## config.mk

```make
export PLATFORM = sky130hd
export DESIGN_NAME = lc3_seq_ctrl_flat
export DESIGN_NICKNAME = d
export VERILOG_FILES = /design/src/rtl/lc3_seq_ctrl_if.sv /design/src/rtl/lc3_seq_ctrl.sv /design/src/flat_wrapper.sv
export SDC_FILE = /design/constraint.sdc
export NUM_CORES = 1
export LEC_CHECK = 0
export CAP_MARGIN = 25
export CELL_PAD_IN_SITES_DETAIL_PLACEMENT = 1
export CELL_PAD_IN_SITES_GLOBAL_PLACEMENT = 2
export CORE_MARGIN = 2
export CORE_UTILIZATION = 32
export DETAILED_ROUTE_END_ITERATION = 6
export DONT_BUFFER_PORTS = 1
export HOLD_SLACK_MARGIN = 0.15
export PLACE_DENSITY = 0.84
export SKIP_LAST_GASP = 1
export SYNTH_ARGS = -nofsm -noshare
export SYNTH_HDL_FRONTEND = slang
export SYNTH_SLANG_ARGS = --single-unit
export TNS_END_PERCENT = 10
```

## constraint.sdc

```tcl
create_clock -name clock -period 1.75 [get_ports clock]
set_clock_uncertainty 0.2 [all_clocks]
set_input_delay 0.35 -clock clock [delete_from_list [all_inputs] [get_ports clock]]
set_output_delay 0.35 -clock clock [all_outputs]
set_load 0.02 [all_outputs]
```

## src/rtl/lc3_seq_ctrl_if.sv

```systemverilog
// rtl/lc3_seq_ctrl_if.sv - sequencer control/status bundle between datapath stages and the LC-3 sequencer
interface lc3_seq_ctrl_if;
    logic        run;
    logic [15:0] IR;
    logic [2:0]  psr;
    logic        mem_ready;
    logic        enable_fetch;
    logic        enable_decode;
    logic        enable_execute;
    logic        enable_writeback;
    logic        enable_updatePC;
    logic [1:0]  W_Control;
    logic        mem_req;
    logic        mem_we;
    logic        mem_ind_sel;
    logic        br_taken;
    logic        illegal_op;
    logic        mem_err;

    modport slave (
        input  run, IR, psr, mem_ready,
        output enable_fetch, enable_decode, enable_execute, enable_writeback, enable_updatePC,
        output W_Control, mem_req, mem_we, mem_ind_sel, br_taken, illegal_op, mem_err
    );

    modport master (
        output run, IR, psr, mem_ready,
        input  enable_fetch, enable_decode, enable_execute, enable_writeback, enable_updatePC,
        input  W_Control, mem_req, mem_we, mem_ind_sel, br_taken, illegal_op, mem_err
    );
endinterface

```

## src/rtl/lc3_seq_ctrl.sv

```systemverilog
// rtl/lc3_seq_ctrl.sv - multi-cycle LC-3 sequencer with memory handshake, indirection and timeout
module lc3_seq_ctrl #(
    parameter int MEM_TIMEOUT = 15,
    parameter int TW          = 4
) (
    input  logic           clock,
    input  logic           reset,
    lc3_seq_ctrl_if.slave  bus
);
    typedef enum logic [2:0] {
        S_IDLE, S_FETCH, S_DECODE, S_EXEC, S_MEM_IND, S_MEM, S_WB, S_UPD
    } state_t;

    localparam logic [TW-1:0] TIMEOUT_CNT = TW'(MEM_TIMEOUT);

    state_t        state, state_nxt;
    logic [3:0]    op_q;
    logic [2:0]    nzp_q;
    logic          br_q;
    logic          err_q;
    logic [TW-1:0] wait_cnt;

    logic is_load, is_store, is_ind, writes, is_illegal;
    logic in_mem, timeout, br_nxt;

    // Opcode classes are derived from the latched opcode, so they stay stable EXEC..UPD.
    always_comb begin
        is_load    = 1'b0;
        is_store   = 1'b0;
        is_ind     = 1'b0;
        writes     = 1'b0;
        is_illegal = 1'b0;
        case (op_q)
            4'b0001, 4'b0101, 4'b1001, 4'b1110, 4'b0100: writes = 1'b1;
            4'b0010, 4'b0110: begin is_load = 1'b1; writes = 1'b1; end
            4'b1010: begin is_load = 1'b1; writes = 1'b1; is_ind = 1'b1; end
            4'b0011, 4'b0111: is_store = 1'b1;
            4'b1011: begin is_store = 1'b1; is_ind = 1'b1; end
            4'b1000, 4'b1101, 4'b1111: is_illegal = 1'b1;
            default: ;
        endcase
    end

    always_comb begin
        br_nxt = 1'b0;
        case (op_q)
            4'b0000:          br_nxt = |(nzp_q & bus.psr);
            4'b1100, 4'b0100: br_nxt = 1'b1;
            default:          br_nxt = 1'b0;
        endcase
    end

    assign in_mem  = (state == S_MEM_IND) || (state == S_MEM);
    assign timeout = in_mem && !bus.mem_ready && (wait_cnt == TIMEOUT_CNT);

    always_ff @(posedge clock) begin
        if (reset) begin
            state    <= S_IDLE;
            op_q     <= 4'd0;
            nzp_q    <= 3'd0;
            br_q     <= 1'b0;
            err_q    <= 1'b0;
            wait_cnt <= '0;
        end else begin
            state <= state_nxt;
            if (state == S_DECODE) begin
                op_q  <= bus.IR[15:12];
                nzp_q <= bus.IR[11:9];
            end
            if (state == S_EXEC)
                br_q <= br_nxt;
            // Counter restarts on every entry into a memory state, including MEM_IND -> MEM.
            wait_cnt <= (in_mem && state_nxt == state) ? wait_cnt + TW'(1) : '0;
            err_q    <= timeout;
        end
    end

    always_comb begin
        state_nxt = state;
        case (state)
            S_IDLE:   if (bus.run) state_nxt = S_FETCH;
            S_FETCH:  state_nxt = S_DECODE;
            S_DECODE: state_nxt = S_EXEC;
            S_EXEC: begin
                if (is_ind)                   state_nxt = S_MEM_IND;
                else if (is_load || is_store) state_nxt = S_MEM;
                else if (writes)              state_nxt = S_WB;
                else                          state_nxt = S_UPD;
            end
            S_MEM_IND: begin
                if (bus.mem_ready)  state_nxt = S_MEM;
                else if (timeout)   state_nxt = S_UPD;
            end
            S_MEM: begin
                if (bus.mem_ready)  state_nxt = is_load ? S_WB : S_UPD;
                else if (timeout)   state_nxt = S_UPD;
            end
            S_WB:     state_nxt = S_UPD;
            S_UPD:    state_nxt = bus.run ? S_FETCH : S_IDLE;
            default:  state_nxt = S_IDLE;
        endcase
    end

    always_comb begin
        bus.enable_fetch     = (state == S_FETCH);
        bus.enable_decode    = (state == S_DECODE);
        bus.enable_execute   = (state == S_EXEC);
        bus.enable_writeback = (state == S_WB);
        bus.enable_updatePC  = (state == S_UPD);
        bus.mem_req          = in_mem;
        bus.mem_we           = (state == S_MEM) && is_store;
        bus.mem_ind_sel      = (state == S_MEM) && is_ind;
        bus.br_taken         = (state == S_UPD) && br_q;
        bus.illegal_op       = (state == S_EXEC) && is_illegal;
        bus.mem_err          = err_q;
        bus.W_Control        = 2'd0;
        if (state == S_EXEC || state == S_MEM_IND || state == S_MEM ||
            state == S_WB || state == S_UPD) begin
            if (is_load)               bus.W_Control = 2'd1;
            else if (op_q == 4'b1110)  bus.W_Control = 2'd2;
            else if (op_q == 4'b0100)  bus.W_Control = 2'd3;
            else                       bus.W_Control = 2'd0;
        end
    end
endmodule

```

## src/flat_wrapper.sv

```systemverilog
// flat-port wrapper written by rule: the top's interface ports become plain ports
module lc3_seq_ctrl_flat 
#(
    parameter int MEM_TIMEOUT = 15,
    parameter int TW          = 4
)
  (clock, reset, bus_run, bus_IR, bus_psr, bus_mem_ready, bus_enable_fetch, bus_enable_decode, bus_enable_execute, bus_enable_writeback, bus_enable_updatePC, bus_W_Control, bus_mem_req, bus_mem_we, bus_mem_ind_sel, bus_br_taken, bus_illegal_op, bus_mem_err);
  lc3_seq_ctrl_if bus_i ();
  input  logic clock;
  input  logic reset;
  input wire logic [$bits(bus_i.run)-1:0] bus_run;
  input wire logic [$bits(bus_i.IR)-1:0] bus_IR;
  input wire logic [$bits(bus_i.psr)-1:0] bus_psr;
  input wire logic [$bits(bus_i.mem_ready)-1:0] bus_mem_ready;
  output wire logic [$bits(bus_i.enable_fetch)-1:0] bus_enable_fetch;
  output wire logic [$bits(bus_i.enable_decode)-1:0] bus_enable_decode;
  output wire logic [$bits(bus_i.enable_execute)-1:0] bus_enable_execute;
  output wire logic [$bits(bus_i.enable_writeback)-1:0] bus_enable_writeback;
  output wire logic [$bits(bus_i.enable_updatePC)-1:0] bus_enable_updatePC;
  output wire logic [$bits(bus_i.W_Control)-1:0] bus_W_Control;
  output wire logic [$bits(bus_i.mem_req)-1:0] bus_mem_req;
  output wire logic [$bits(bus_i.mem_we)-1:0] bus_mem_we;
  output wire logic [$bits(bus_i.mem_ind_sel)-1:0] bus_mem_ind_sel;
  output wire logic [$bits(bus_i.br_taken)-1:0] bus_br_taken;
  output wire logic [$bits(bus_i.illegal_op)-1:0] bus_illegal_op;
  output wire logic [$bits(bus_i.mem_err)-1:0] bus_mem_err;
  assign bus_i.run = bus_run;
  assign bus_i.IR = bus_IR;
  assign bus_i.psr = bus_psr;
  assign bus_i.mem_ready = bus_mem_ready;
  assign bus_enable_fetch = bus_i.enable_fetch;
  assign bus_enable_decode = bus_i.enable_decode;
  assign bus_enable_execute = bus_i.enable_execute;
  assign bus_enable_writeback = bus_i.enable_writeback;
  assign bus_enable_updatePC = bus_i.enable_updatePC;
  assign bus_W_Control = bus_i.W_Control;
  assign bus_mem_req = bus_i.mem_req;
  assign bus_mem_we = bus_i.mem_we;
  assign bus_mem_ind_sel = bus_i.mem_ind_sel;
  assign bus_br_taken = bus_i.br_taken;
  assign bus_illegal_op = bus_i.illegal_op;
  assign bus_mem_err = bus_i.mem_err;
  lc3_seq_ctrl #(.MEM_TIMEOUT(MEM_TIMEOUT), .TW(TW)) u_core (.clock(clock), .reset(reset), .bus(bus_i));
endmodule
```

Word level (Yosys, flattened, before mapping)
Index checks and enable logic that the tools add are counted.
{"block": "totals", "reg_bits": 16, "latchBits": 0, "ram_bits": 0, "mem_bits_ro": 0, "out_inout_bits": 13, "wordCells": 77, "memories": 0}
{"block": "op_classes", "add_sub_neg": 1, "mul": 0, "div_mod_pow": 0, "magnitude_cmp": 0, "eq_ne": 24, "shifts": 0, "mux": 20, "bitwise": 2, "n_reduce_logical": 24}
{"cell": "4-bit equality test (second input constant)", "count": 9}
{"cell": "3-bit case mux with 8 select lines", "count": 1}
{"cell": "3-bit two-way mux", "count": 6}
{"cell": "4-bit by 3-bit equality test with 1-bit output (second input constant)", "count": 4}
{"cell": "3-bit equality test (second input constant)", "count": 4}
{"cell": "3-bit OR reduction", "count": 4}
{"cell": "4-bit by 2-bit equality test with 1-bit output (second input constant)", "count": 2}
{"cell": "1-bit two-way mux", "count": 8}
{"cell": "2-bit two-way mux", "count": 4}
{"cell": "8-bit OR reduction", "count": 1}
{"cell": "1-bit logical AND", "count": 7}
{"cell": "3-bit by 2-bit equality test with 1-bit output (second input constant)", "count": 2}
{"cell": "1-bit logical OR", "count": 6}
{"cell": "2-bit OR reduction", "count": 3}
{"cell": "4-bit by 1-bit adder with 4-bit output (second input constant)", "count": 1}
{"cell": "4-bit by 1-bit equality test with 1-bit output (second input constant)", "count": 1}
{"cell": "4-bit logical NOT", "count": 1}
{"cell": "3-bit AND", "count": 1}
{"cell": "3-bit by 1-bit equality test with 1-bit output (second input constant)", "count": 1}
{"cell": "3-bit equality test", "count": 1}
{"cell": "3-bit logical NOT", "count": 1}
{"cell": "1-bit case mux with 2 select lines", "count": 1}
{"cell": "1-bit logical NOT", "count": 1}
{"cell": "1-bit NOT", "count": 1}

Longest topological paths before layout
{"block": "depth", "ltp_word": 11, "depth_mapped": 6}

Worst setup path before layout
Ideal clock, no wire load.
{"block": "synth_path", "path_type": "reg2out", "start": "reg u_core.op_q[1]", "end": "out bus_illegal_op", "arrival_time_ps": 1397, "required_ps": 1200, "path_slack_ps": -197, "path_stages_with_launch": 4, "n_path_buf": 1, "cell_sequence": "dfxtp_1 clkbuf_1 or3_1 a211oi_1"}
{"block": "synth_between", "elab_chain_len": 4, "word_cells_on_any_way": 6, "cone_classes": "eq/ne (3); mux (1); reduce/logical (2)"}
{"item": "start: declaration", "line": "lc3_seq_ctrl.sv:17", "rtl": "logic [3:0] op_q;"}
{"item": "start signal: assignment", "line": "lc3_seq_ctrl.sv:67", "rtl": "op_q <= bus.IR[15:12];"}
{"item": "4-bit equality test", "line": "lc3_seq_ctrl.sv:33", "rtl": "case (op_q)"}
{"item": "3-bit OR reduction *", "line": "lc3_seq_ctrl.sv:33"}
{"item": "1-bit two-way mux *", "line": "lc3_seq_ctrl.sv:33"}
{"item": "1-bit logical AND *", "line": "lc3_seq_ctrl.sv:114", "rtl": "bus.illegal_op = (state == S_EXEC) && is_illegal;"}
{"item": "end: declaration", "line": "flat_wrapper.sv:25", "rtl": "output wire logic [$bits(bus_i.illegal_op)-1:0] bus_illegal_op;"}
Every way passes the cells marked *; elsewhere a longest branch is shown, timed or not.

Worst setup path after layout
{"block": "layout_path", "start": "reg u_core.op_q[2]", "end": "out bus_illegal_op"}
Same word-level chain as after synthesis.

==> run_results.csv <==
group,metric,value,unit
finish,fin_util,44.6,%
yosys,synth_area_leaders,"dfxtp_1, mux2i_1, nor2_1",
routing,post-route-drc-count,0,
routing,drt-pass1-iter-count,4,
routing,ant_nets,0,
routing,wire_per_inst,14.1,um
global_route,grt_use_met2,27.4,%
yosys,synth_seq_cells,16,
clocking,cts_buffers,3,
clocking,clock_latency,0.29,ns
global_route,met1_usage,16.8,%
min_path,hp-class,"primary input to flop",
routing,vias,796,
worst_setup_path,cp-end-kind,"primary output",
power_and_ir_drop,power_density,822,nW/um^2
finish,fin_nets,148,
yosys,syn_area,860,um^2
die,die_h,55.8,um
worst_setup_path,cp_slowest_cell,"or3_1",
global_route,grt_pass1_vias,813,
global_route,grt-busiest-layer,"met2",
power_and_ir_drop,p_leak,0.456,nW
timing,fin_setup_tns,-0.703,ns
worst_setup_path,path_buf_inv,1,
timing,tightestPinTransition,0.467,ns
yosys,ys.flop_type,"dfxtp_1",
timing,layout_setup_ws,-0.142,ns
yosys,synth_largest_area_cell,"dfxtp_1",
place,place.gp.congestion,0.728,
yosys,yosys.area.top_type_share,37.3,%
die,die_area,3120,um^2
global_route,antenna_found_initial,0,
finish,regArea,324,um^2
routing,drt_iter0_drc,12,
timing,finalCriticalPeriod,1.89,ns
yosys,ys_types,33,
clocking,numClockSinks,16,
clocking,root_buffer,"clkbuf_4",
clocking,clockBufferDepth,2,
status,violations,"setup timing",
routing,drt_wl_total,2150,um
finish,multi_input_area,494,um^2
yosys,synth.most_common_cell,"dfxtp_1",
finish,final_layout_size_suffix_gt1_share,24.4,%
finish,area_growth,30.9,%
die,row_count,18,
yosys,synthTopCellsByCount,"dfxtp_1, nor2_1, nand2_1",
timing,grt_setup_unrepaired,"true",
place,port_buffers,0,
clocking,htreeDepth,1,
global_route,grt_start_max_net_pins,13,
worst_setup_path,arrival,1.34,ns
routing,avgViaCountPerCell,5.20,
finish,antenna_cells,0,
worst_setup_path,worstSetupStartpointType,"flop",
timing,drv_slew,0,
worst_setup_path,worstPathCellList,"or3_1 > a211oi_2 > buf_4",
yosys,synth_edf_count,0,
yosys,yosys_warnings,0,
yosys,async_flop_share,0,%
yosys,synth_area_per_cell,8.35,um^2
flow_run,cap_violations,0,
global_route,grt_overflow,0,
die,start_util,34.1,%
power_and_ir_drop,vdd_drop_max,416,uV
yosys,ys_seq_area_share,37.3,%
worst_setup_path,max_stage_delay,0.38,ns
die,core-area,2520,um^2
global_route,track_usage,14.9,%
yosys,synth_cells,103,
clocking,cts_tree,"built",
global_route,use_met3,3.95,%
timing,setup_viol,10,
worst_setup_path,path_delay_family,"simple AND/OR/NAND/NOR gates",
finish,nFillCells,309,
worst_setup_path,worstPathRequired,1.20,ns
yosys,syn_nets,127,
clocking,path_clk_slew,0.10,ns
worst_setup_path,path_max_fanout,2,
place,dp_hpwl,1570,um
die,io_pins,36,
timing,hold_violations,0,
timing,finalCritPeriodShare,108,%
global_route,grt_pass1_wl,3730,um
status,status,"finished with violations",
die,die_w,55.8,um
timing,fmax,0.529,GHz
worst_setup_path,crit_type,"flop to primary output",
timing,relSlewSlack,68.8,%
==> worst paths after layout <==
path | endpoint | cells after the start | from | slack [ns]
max | bus_illegal_op | 3 | u_core.op_q[2] | -0.14
min reg2reg | u_core.wait_cnt[0] | 1 | u_core.wait_cnt[0] | 0.25
min | u_core.state[1] | 4 | bus_mem_ready | 0.18
max reg2reg | u_core.state[1] | 5 | u_core.wait_cnt[0] | 0.16
==> metal layers <==
| metal | share of wire [%] | up-vias |
|---|---|---|
| li1 | - | 394 |
| met1 | 41 | 378 |
| met2 | 52 | 22 |
| met3 | 5.6 | 2 |
| met4 | 0.65 | 0 |
| met5 | 0 | - |
==> power by group <==
group          internal [mW]  total [mW]  switching (mW)
sequential             0.393       0.433          0.0398
combinational          0.120       0.240           0.120
clock                  0.127       0.252           0.125
==> flip-flops by register name, summed over array words and instances (netlist names) <==
| register | cells |
|---|---|
| u_core.op_q | 4 |
| u_core.bus.mem_err | 1 |
| u_core.br_q | 1 |
| u_core.state | 3 |
| u_core.wait_cnt | 4 |
| u_core.nzp_q | 3 |
==> worst min-delay path, cell delays in order <==
cell      delay [ns]
nand2_1         0.03
o21ai_0         0.08
a221oi_1        0.09
nor2_1          0.08
==> through the flow <==
stage / instance area [um^2] / setup WS, ns / total power [mW] / instances / hold WS [ns]
final: 1120 / -0.142 / 0.925 / 153 / 0.184
after global routing: 1120 / -0.237 / 0.983 / 153 / 0.196
after CTS: 1120 / -0.157 / 0.935 / 153 / 0.175
after detailed placement: 985 / 0.136 / 0.654 / 139 / 0.223
after global placement: 985 / 0.137 / 0.646 / 139 / 0.222
after floorplan: 871 / -0.0302 / 0.597 / 103 / 0.218
==> kinds of logic (layout without fill, tap and decap cells) <==
logic type | Yosys count | count (layout) | share of synthesized area (%)
AO/OA/AOI/OAI | 15 | 15 | 11.2
XOR/XNOR | 3 | 3 | 3.06
adder cells (fa/ha/maj) | 1 | 1 | 1.46
buffers and inverters | 12 | 32 | 7.13
flip-flops | 16 | 16 | 37.3
multiplexers | 7 | 7 | 8.15
AND/OR/NAND/NOR | 49 | 49 | 31.7
==> area by class of cell <==
cell class / instances / share of cell area, %
clock buffer: 4 / 3.23
inverter: 4 / 1.33
multi-input combinational: 75 / 43.9
sequential: 16 / 28.8
tap: 30 / 3.34
timing repair buffer: 24 / 19.4
==> cell usage in the layout, fill, tap and decap left out, types with 2 or more instances in the layout <==
cell           count
nand2b_4           2
clkbuf_4           3
nand3_1            2
nor3_1             6
dfxtp_1           13
dlygate4sd3_1     10
xnor2_1            2
nor2_1            15
nor2b_1            2
and2_1             2
a21oi_1            7
mux2i_1            7
buf_4             13
dfxtp_2            3
inv_1              4
nand2_1            9
nor2_2             2
==> timing repair <==
item                                   CTS  global route
pin swaps                                2             0
setup endpoints to repair               12            15
gates resized for setup                  3             0
hold buffers                            10             0
endpoints found under the hold margin   13             0
setup buffers                            0             0
Note: power is estimated with default switching activity, not from simulation.
==> edit: new RTL, config.mk and constraints unchanged <==
`MEM_TIMEOUT` is set to 15 in 2 places; all go to 7.
--- a/src/rtl/lc3_seq_ctrl.sv
+++ b/src/rtl/lc3_seq_ctrl.sv
@@ -1,5 +1,5 @@
 // rtl/lc3_seq_ctrl.sv - multi-cycle LC-3 sequencer with memory handshake, indirection and timeout
 module lc3_seq_ctrl #(
-    parameter int MEM_TIMEOUT = 15,
+    parameter int MEM_TIMEOUT = 7,
     parameter int TW          = 4
 ) (
--- a/src/flat_wrapper.sv
+++ b/src/flat_wrapper.sv
@@ -2,5 +2,5 @@
 module lc3_seq_ctrl_flat 
 #(
-    parameter int MEM_TIMEOUT = 15,
+    parameter int MEM_TIMEOUT = 7,
     parameter int TW          = 4
 )
Formal check against the unedited RTL: same outputs for any inputs over 10 cycles, from zero or initial values and one cycle with reset high; that may be too few to reach the edited logic, so the function may still have changed.
==> edit against the unedited design <==
- setup slack improved by 0.097 ns
- cell area increased by 4.1%
- utilization rose by 1.8 points
- power increased by 14%
- critical endpoint unchanged
- area after synthesis is 0.73% higher
- worst hold slack got worse by 0.039 ns
- largest cell class unchanged
- wire length grew 12%
- the flow still finishes with violations (setup timing)
- sequential cell count unchanged
==> edit: results (changes against the unedited design) <==
| Metric | Value |
|---|---|
| Setup violators final | 6 (-4) |
| Global-route wire length before repair | 3857 um (+3.5%) |
| Pre-CTS setup slack | 0.05277 ns (-0.08309 ns) |
| Failing checks | setup timing |
| Setup TNS | -0.1303 ns (+0.5723 ns) |
| FFs & Latches | 16 (unchanged) |
| Inst Count DP | 136 (-2.2%) |
| Area contributors post-synth | dfxtp_1 37%, mux2i_1 8.1%, nor2_1 6.5% |
| # fillers | 306 (-0.97%) |
| Yosys cell types | 37 (+12%) |
| Starting DRT DRC Count | 3 (-9) |
| Final clock-cell share | 0.03098 (-0.001275) |
| Mux contribution to synthesized area | 0.08092 (-0.0005890) |
| Worst Max-Slew Pin Slew | 0.5568 ns (+0.08991 ns) |
| Invs w/o clock | 3 (-1) |
| Met3 WL post-DR | 126 um (+5.0%) |
| Leak Pwr | 0.4388 nW (-3.9%) |
| Final Worst Setup Slack | -0.04482 ns (+0.09678 ns) |
| Status | finished with violations |
| Int Power | 0.7045 mW (+10%) |
| P per Cell Area | 903.4 nW/um^2 (+9.9%) |
| Share of cells above drive strength 1 | 0.3008 (+0.05691) |
| Sequential-to-total area share from yosys stat | 0.3699 (-0.002692) |
| Compound-gate portion of the synthesized area | 0.1575 (+0.04543) |
| Met2 routed WL | 1247 um (+11%) |
| Crit Path Max Fanout | 7 (+5) |
| Vias in the first global route | 845 (+3.9%) |
| Synth Area in Adders | 0.01445 (-0.0001052) |
| GRT Total Usage | 0.1555 (+0.006854) |
| GR Layer Usage met2 | 0.2739 (about the same) |
| Met1 WL | 1021 um (+15%) |
| DP HPWL | 1614 um (+2.6%) |
| # hold bufs at CTS | 9 (-1) |
| Worst VDD drop | 0.6317 mV (+52%) |
| Clock power share | 0.241 (-0.032) |
| # resized after CTS | 14 (+11) |
| Top cells by count, synth | 16 x dfxtp_1, 15 x nor2_1, 8 x nand2_1, 7 x mux2i_1, 6 x a21oi_1 |
edit: stage by stage:
step	util	hold WS (ns)	power, mW
2_1_floorplan	-	0.2176	0.6459
3_3_place_gp	0.3750	0.2145	0.7009
3_5_place_dp	0.3750	0.2153	0.7123
4_1_cts	0.4390	0.1622	1.012
5_1_grt	0.4643	0.1932	1.123
6_report	0.4643	0.1454	1.058
edit: worst max-delay path: cells and delay by family (launching register included):
family / cells / cell delay (ns)
compound gates: 1 / 0.20
flops: 1 / 0.38
simple gates: 1 / 0.38
edit: worst paths after layout:
path / end / cells after the start / start
max reg2reg: u_core.state[0]$_SDFF_PP0_ / 6 / u_core.state[1]$_SDFF_PP0_
min: u_core.state[0]$_SDFF_PP0_ / 2 / bus_run
max: bus_illegal_op / 2 / u_core.op_q[1]$_SDFFE_PP0P_
min reg2reg: u_core.wait_cnt[0]$_SDFF_PP0_ / 1 / u_core.wait_cnt[0]$_SDFF_PP0_
